$ cat src/rtl/window_result_frame_writer_if.sv
// Bus between the window-result producer and the frame writer, plus the memory write port.
// valid_i/ready_o: a beat transfers on a rising clk edge where both are high; while valid_i is high
// and ready_o is low, upstream holds data_i stable. ready_o never depends on valid_i.
interface window_result_frame_writer_if #(
  parameter int DATA_WIDTH = 8,
  parameter int ADDR_WIDTH = 16
);
  logic                  start_i;
  logic                  valid_i;
  logic [DATA_WIDTH-1:0] data_i;
  logic                  ready_o;
  logic                  wr_en_o;
  logic [ADDR_WIDTH-1:0] wr_addr_o;
  logic [DATA_WIDTH-1:0] wr_data_o;
  logic                  busy_o;
  logic                  done_o;
  logic [1:0]            state_o;

  modport master (
    output start_i, valid_i, data_i,
    input  ready_o, wr_en_o, wr_addr_o, wr_data_o, busy_o, done_o, state_o
  );

  modport slave (
    input  start_i, valid_i, data_i,
    output ready_o, wr_en_o, wr_addr_o, wr_data_o, busy_o, done_o, state_o
  );
endinterface

$ cat src/rtl/window_result_frame_writer.sv
// Writes a full IMG_H x IMG_W frame from the stream of interior 3x3 window results,
// filling the one-pixel border with PAD_VALUE; done_o pulses once per completed frame.
module window_result_frame_writer #(
  parameter int                    DATA_WIDTH = 8,
  parameter int                    IMG_W      = 8,
  parameter int                    IMG_H      = 8,
  parameter int                    ADDR_WIDTH = 16,
  parameter logic [DATA_WIDTH-1:0] PAD_VALUE  = '0
) (
  input logic                    clk,
  input logic                    rst,
  window_result_frame_writer_if.slave bus
);
  localparam int COL_W = $clog2(IMG_W);
  localparam int ROW_W = $clog2(IMG_H);
  localparam logic [COL_W-1:0]      COL_LAST = COL_W'(IMG_W - 1);
  localparam logic [COL_W-1:0]      COL_ONE  = COL_W'(1);
  localparam logic [ROW_W-1:0]      ROW_LAST = ROW_W'(IMG_H - 1);
  localparam logic [ROW_W-1:0]      ROW_ONE  = ROW_W'(1);
  localparam logic [ADDR_WIDTH-1:0] ADDR_ONE = ADDR_WIDTH'(1);

  typedef enum logic [1:0] {
    IDLE  = 2'd0,
    RUN   = 2'd1,
    DRAIN = 2'd2,
    DONE  = 2'd3
  } state_t;

  state_t                state, state_nxt;
  logic [ROW_W-1:0]      row;
  logic [COL_W-1:0]      col;
  logic [ADDR_WIDTH-1:0] addr;
  logic                  border;
  logic                  last_pos;
  logic                  act;
  logic                  wr_en_q;
  logic [ADDR_WIDTH-1:0] wr_addr_q;
  logic [DATA_WIDTH-1:0] wr_data_q;

  assign border   = (row == '0) || (row == ROW_LAST) || (col == '0) || (col == COL_LAST);
  assign last_pos = (row == ROW_LAST) && (col == COL_LAST);

  // act: one position is written this cycle (border always, interior only on a transfer)
  always_comb begin
    state_nxt = state;
    act       = 1'b0;
    case (state)
      IDLE:    if (bus.start_i) state_nxt = RUN;
      RUN: begin
        act = border || bus.valid_i;
        if (act && last_pos) state_nxt = DRAIN;
      end
      DRAIN:   state_nxt = DONE;
      DONE:    state_nxt = IDLE;
      default: state_nxt = IDLE;
    endcase
  end

  always_ff @(posedge clk) begin
    if (rst) begin
      state     <= IDLE;
      row       <= '0;
      col       <= '0;
      addr      <= '0;
      wr_en_q   <= 1'b0;
      wr_addr_q <= '0;
      wr_data_q <= '0;
    end else begin
      state   <= state_nxt;
      wr_en_q <= act;
      if (state == IDLE && bus.start_i) begin
        row  <= '0;
        col  <= '0;
        addr <= '0;
      end
      if (act) begin
        wr_addr_q <= addr;
        wr_data_q <= border ? PAD_VALUE : bus.data_i;
        addr      <= addr + ADDR_ONE;
        if (col == COL_LAST) begin
          col <= '0;
          row <= row + ROW_ONE;
        end else begin
          col <= col + COL_ONE;
        end
      end
    end
  end

  assign bus.ready_o   = (state == RUN) && !border;
  assign bus.wr_en_o   = wr_en_q;
  assign bus.wr_addr_o = wr_addr_q;
  assign bus.wr_data_o = wr_data_q;
  assign bus.busy_o    = (state == RUN) || (state == DRAIN);
  assign bus.done_o    = (state == DONE);
  assign bus.state_o   = state;
endmodule

$ cat src/flat_wrapper.sv
// flat-port wrapper written by rule: the top's interface ports become plain ports
module window_result_frame_writer_flat 
#(
  parameter int                    DATA_WIDTH = 8,
  parameter int                    IMG_W      = 8,
  parameter int                    IMG_H      = 8,
  parameter int                    ADDR_WIDTH = 16,
  parameter logic [DATA_WIDTH-1:0] PAD_VALUE  = '0
)
  (clk, rst, bus_start_i, bus_valid_i, bus_data_i, bus_ready_o, bus_wr_en_o, bus_wr_addr_o, bus_wr_data_o, bus_busy_o, bus_done_o, bus_state_o);
  window_result_frame_writer_if #(.DATA_WIDTH(DATA_WIDTH), .ADDR_WIDTH(ADDR_WIDTH)) bus_i ();
  input logic clk;
  input logic rst;
  input wire logic [$bits(bus_i.start_i)-1:0] bus_start_i;
  input wire logic [$bits(bus_i.valid_i)-1:0] bus_valid_i;
  input wire logic [$bits(bus_i.data_i)-1:0] bus_data_i;
  output wire logic [$bits(bus_i.ready_o)-1:0] bus_ready_o;
  output wire logic [$bits(bus_i.wr_en_o)-1:0] bus_wr_en_o;
  output wire logic [$bits(bus_i.wr_addr_o)-1:0] bus_wr_addr_o;
  output wire logic [$bits(bus_i.wr_data_o)-1:0] bus_wr_data_o;
  output wire logic [$bits(bus_i.busy_o)-1:0] bus_busy_o;
  output wire logic [$bits(bus_i.done_o)-1:0] bus_done_o;
  output wire logic [$bits(bus_i.state_o)-1:0] bus_state_o;
  assign bus_i.start_i = bus_start_i;
  assign bus_i.valid_i = bus_valid_i;
  assign bus_i.data_i = bus_data_i;
  assign bus_ready_o = bus_i.ready_o;
  assign bus_wr_en_o = bus_i.wr_en_o;
  assign bus_wr_addr_o = bus_i.wr_addr_o;
  assign bus_wr_data_o = bus_i.wr_data_o;
  assign bus_busy_o = bus_i.busy_o;
  assign bus_done_o = bus_i.done_o;
  assign bus_state_o = bus_i.state_o;
  window_result_frame_writer #(.DATA_WIDTH(DATA_WIDTH), .IMG_W(IMG_W), .IMG_H(IMG_H), .ADDR_WIDTH(ADDR_WIDTH), .PAD_VALUE(PAD_VALUE)) u_core (.clk(clk), .rst(rst), .bus(bus_i));
endmodule
$ cat config.mk
export PLATFORM = sky130hd
export DESIGN_NAME = window_result_frame_writer_flat
export DESIGN_NICKNAME = d
export VERILOG_FILES = /design/src/rtl/window_result_frame_writer_if.sv /design/src/rtl/window_result_frame_writer.sv /design/src/flat_wrapper.sv
export SDC_FILE = /design/constraint.sdc
export NUM_CORES = 1
export LEC_CHECK = 0
export ABC_AREA = 1
export CORE_MARGIN = 5
export CORE_UTILIZATION = 57
export CTS_CLUSTER_DIAMETER = 120
export DETAILED_ROUTE_END_ITERATION = 6
export PLACE_DENSITY_LB_ADDON = 0.05
export SLEW_MARGIN = 25
export SYNTH_ARGS = -nofsm -noshare
export SYNTH_HDL_FRONTEND = slang
export SYNTH_SLANG_ARGS = --single-unit
$ cat constraint.sdc
create_clock -name clk -period 2.77 [get_ports clk]
set_input_delay 0.277 -clock clk [delete_from_list [all_inputs] [get_ports clk]]
set_output_delay 0.277 -clock clk [all_outputs]
set_load 0.005 [all_outputs]
; ---- Word level (Yosys, flattened, before mapping)
; Index checks and enable logic that the tools add are counted.
[word_totals]
out_inout_bits = 30
input_bits = 12
register_bits = 49
[op_classes]
n_addsub = 3
eq_ne = 7
n_mux = 13
n_reduce_logical = 15
[ops]
columns = cell, n
row1 = $mux W16, 2
row2 = $mux W3, 6
row3 = $add A16 B1 Y16 const B, 1
row4 = $mux W8, 1
row5 = $pmux W2 S4, 1
row6 = $add A3 B1 Y3 const B, 2
row7 = $eq A3 B3 Y1 const B, 2
row8 = $logic_not A3 Y1, 2
row9 = $logic_or A1 B1 Y1, 5
row10 = $eq A2 B2 Y1 const B, 2
row11 = $logic_and A1 B1 Y1, 4
row12 = $mux W2, 2
row13 = $eq A2 B1 Y1 const B, 1
row14 = $logic_not A2 Y1, 1
row15 = $ne A2 B1 Y1 const B, 1
row16 = $ne A2 B2 Y1 const B, 1
row17 = $reduce_and A2 Y1, 1
row18 = $reduce_bool A2 Y1, 1
row19 = $logic_not A1 Y1, 1
row20 = $mux W1, 1

; ---- Depth between registers and ports, before layout
[logic_depth]
depth_word = 8
ltp_mapped = 10
mapped_depth_nobuf = 10

; ---- Worst setup path before layout
; OpenSTA, ideal clock, no wires.
[synth_path]
path_type = flip-flop to flip-flop
from = register u_core.col[0]
to = register u_core.addr[10]
n_path_buf = 1
path_slack_ns = 1.192
setup_time_ns = 0.070
arrival_time_ns = 1.507
path_stages_with_launch = 11
cell_sequence = dfxtp_1 > ha_1 > ha_1 > inv_2 > nand2_4 > nor2_8 > nand2_4 > nand2_8 > buf_6 > nand3_1 > a21oi_1
[synth_between]
elab_chain_len = 6
elab_cells_between_ends = 8
classes_between = 1 x eq/ne / 2 x mux / 5 x reduce/logical
[synth_rtl]
columns = item, line_no
row1 = "start, declared", window_result_frame_writer.sv:31  ; logic [COL_W-1:0] col;
row2 = "start signal, assigned", window_result_frame_writer.sv:84  ; col <= col + COL_ONE;
row3 = $logic_not A3 Y1, window_result_frame_writer.sv:40  ; assign border = (row == '0) || (row == ROW_LAST) || (col == '0) || (col == COL_LAST);
row4 = $logic_or A1 B1 Y1, window_result_frame_writer.sv:40
row5 = $logic_or A1 B1 Y1 (*), window_result_frame_writer.sv:40
row6 = $logic_or A1 B1 Y1 (*), window_result_frame_writer.sv:50  ; act = border || bus.valid_i;
row7 = $mux W1 (*), window_result_frame_writer.sv:47  ; case (state)
row8 = $mux W16 / $reduce_bool A2 Y1 (equally long branches), n/a
row9 = "end signal, assigned", window_result_frame_writer.sv:79  ; addr <= addr + ADDR_ONE;
row10 = "end, declared", window_result_frame_writer.sv:32  ; logic [ADDR_WIDTH-1:0] addr;
; Every way passes the cells marked *; elsewhere a longest branch is shown, timed or not.
; A chain may end at the register's enable or synchronous reset.

; ---- Worst setup path after layout
[layout_path]
from = register u_core.col[0]
to = output bus_ready_o
[layout_between]
elab_chain_len = 5
elab_cells_between_ends = 6
classes_between = 1 x eq/ne / 5 x reduce/logical
[layout_rtl]
columns = item, line_no
row1 = $logic_not A3 Y1, window_result_frame_writer.sv:40
row2 = $logic_or A1 B1 Y1, window_result_frame_writer.sv:40
row3 = $logic_or A1 B1 Y1 (*), window_result_frame_writer.sv:40
row4 = $logic_not A1 Y1 (*), window_result_frame_writer.sv:90  ; assign bus.ready_o = (state == RUN) && !border;
row5 = $logic_and A1 B1 Y1 (*), window_result_frame_writer.sv:90
row6 = "end, declared", flat_wrapper.sv:17  ; output wire logic [$bits(bus_i.ready_o)-1:0] bus_ready_o;
; Marks and branches as above.

==> impl_metrics.csv <==
group,metric,value,unit
power_and_ir_drop,max-vdd-ir-drop,0.479,mV
yosys,syn_nets,355,
timing,tightestPinTransition,581,ps
yosys,syn_avg_cell_area,7.44,um2
layout,fin_area,3000,um2
cts,postCtsHoldBufs,0,
die,die_w,75.7,um
layout,nNetsFinal,391,
global_route,grt_pass1_vias,2162,
routing,drc,0,
yosys,synth-edff-count,0,
layout,drive_gt1_frac,0.0652,
cts,htreeDepth,2,
global_route,grt_overflow,0,
timing,rsz0062_at_grt,"no",
cts,cts_buffer_depth,2,
worst_setup_path,crit_type,"reg2out",
cts,cts_tree,"done",
die,die-area,5730,um2
cts,clockRootBuffer,"clkbuf_8",
power_and_ir_drop,seq_power_share,0.376,
worst_setup_path,endpoint_kind,"output pin",
routing,post_drt_wl_per_cell,12.8,um
yosys,ys_types,28,
timing,slew_headroom,0.612,
cts,clk_pin_slew_worst_paths,90,ps
yosys,synth_area,2460,um2
run_status,status,"finished clean",
worst_setup_path,path_max_fanout,9,
die,core_area,4260,um2
die,io_pins,42,
placement,dpl_cell_area,2870,um2
yosys,synth_ff_type,"dfxtp_1",
timing,finalClockSkew,3.15,ps
routing,vias,2281,
worst_setup_path,required,2490,ps
power_and_ir_drop,swShare,0.334,
routing,routed_wl,5.38,mm
timing,fin_setup_tns,0,ps
die,die_height,75.7,um
timing,drv_slew,0,
global_route,grt_first_pass_wirelength,9.28,mm
power_and_ir_drop,power_frac_comb,0.374,
placement,portBuffers,41,
timing,layout_min_cycle_time,2470,ps
yosys,ys_seq_area_frac,0.398,
power_and_ir_drop,p_switching,0.802,mW
yosys,async_reset_ff_frac,0,
power_and_ir_drop,power.share.clock,0.250,
timing,setup_viol,0,
placement,gp_congestion,0.890,
global_route,grt_max_degree,43,
die,initial_utilization,0.577,
timing,fin_hold_ws,469,ps
worst_setup_path,cp.arrival,2190,ps
cts,insertion_delay,300,ps
power_and_ir_drop,powerDensity,800,nW/um2
yosys,ys_ff_latch,49,
layout,syn_to_final_growth,21.8,%
cts,cts_sinks,49,
layout,antenna_cells,0,
placement,hpwl,3.84,mm
yosys,yosysWarnings,0,
hold_path,hold_path_class,"reg2reg",
global_route,antenna_found_initial,0,
routing,vias_per_cell,5.43,
timing,period_share,0.892,
cts,cts_made_buffers,5,
die,row_count,24,
cts,post_cts_buffers,0,
power_and_ir_drop,p_int,1.60,mW
yosys,syn_inst,331,
routing,dr.pass1.iters,4,
global_route,track_usage,0.206,
timing,fmax,405,MHz
routing,ant_nets,0,
routing,drt_first_iter_violations,201,
power_and_ir_drop,p_total,2.40,mW
worst_setup_path,start_kind,"flip-flop",
flow_run,drv_cap,0,
power_and_ir_drop,p_leak,1.12,nW
timing,final_hold_viol_count,0,
cts,ctsResizeCount,0,
## power by group through the flow
| stage | sequential (mW) | clock, mW | combinational (mW) |
|---|---|---|---|
| 2_1_floorplan | 0.925 | 0 | 0.587 |
| 3_3_place_gp | 0.915 | 0 | 0.895 |
| 3_5_place_dp | 0.922 | 0 | 0.908 |
| 4_1_cts | 0.906 | 0.610 | 0.910 |
| 5_1_grt | 0.919 | 0.633 | 1.01 |
| 6_report | 0.902 | 0.601 | 0.897 |
## state kept, by name, summed over array words and instances (netlist names)
register	flops
u_core.bus.wr_addr_o	16
u_core.bus.wr_data_o	8
u_core.row	3
u_core.bus.state_o	2
u_core.bus.wr_en_o	1
u_core.col	3
u_core.addr	16
## routing by layer
layer | GRT usage | part of all wire | vias to the layer above
met5 | 0 | 0 | -
met2 | 0.358 | 0.47 | 77
li1 | - | - | 1166
met1 | 0.256 | 0.44 | 1029
met4 | 0.0660 | 0.017 | 0
met3 | 0.0396 | 0.070 | 9
## worst paths after layout
path,startpoint,endpoint,slack [ps],cells after the start
worst min register to register,u_core.bus.wr_data_o[6],u_core.bus.wr_data_o[6],470,2
worst min-delay path,u_core.bus.wr_data_o[6],u_core.bus.wr_data_o[6],470,2
worst max register to register,u_core.col[0],u_core.row[1],790,9
worst max-delay path,u_core.col[0],bus_ready_o,300,6
## worst max-delay path, cell delays in order, from the launching register on
cell             delay, ps
dfxtp_1                340
ha_1                   210
ha_1                   280
inv_2                  120
nand2_4                 80
nor3_4                 270
clkdlybuf4s50_1        580
## metrics by stage
step | setup WS (ps) | cells | util
2_1_floorplan | 1190 | 331 | -
3_3_place_gp | 665 | 412 | 0.672
3_5_place_dp | 649 | 412 | 0.672
4_1_cts | 291 | 420 | 0.704
5_1_grt | 179 | 420 | 0.704
6_report | 299 | 420 | 0.704
## cell usage after synthesis (2+ instances only)
library cell / instances / area, um2
a21oi_1: 27 / 135
nand2_4: 3 / 33.8
clkbuf_1: 6 / 22.5
nand2_1: 59 / 221
nor2_1: 49 / 184
buf_6: 6 / 67.6
o21bai_1: 5 / 37.5
nor2_2: 3 / 18.8
nand4_1: 9 / 56.3
nand3_1: 44 / 220
inv_1: 23 / 86.3
dfxtp_1: 49 / 981
ha_1: 12 / 150
buf_4: 2 / 15.0
o21ai_1: 4 / 20.0
o31ai_1: 2 / 15.0
o21ai_0: 17 / 85.1
## cells by family after synthesis
kind of cell | after synthesis | synth area share
AND/OR/NAND/NOR | 172 | 0.326
AO/OA/AOI/OAI | 57 | 0.129
flip-flops | 49 | 0.398
buffers and inverters | 40 | 0.0828
adder cells (fa/ha/maj) | 12 | 0.0610
XOR/XNOR | 1 | 0.00356
## cell usage in the layout (no fill, tap or decap), drive strengths merged, types with 4 or more instances in the layout
cell type | Yosys | layout
a21oi | 28 | 28
buf | 9 | 4
clkbuf | 7 | 5
clkdlybuf4s50 | 0 | 41
dfxtp | 49 | 49
ha | 12 | 12
inv | 24 | 24
nand2 | 64 | 64
nand3 | 44 | 44
nand4 | 9 | 9
nor2 | 53 | 53
o21ai | 21 | 21
o21bai | 5 | 5
## layout make-up
class                   instances  area [um2]
well taps                      52        65.1
flip-flops and latches         49         981
clock inverters                 3        65.1
inverters                      24        90.1
clock buffers                   5        68.8
multi-input cells             242        1280
fillers                       392        1260
repair buffers                 45         453
Note: power is estimated with default switching activity, not from simulation.
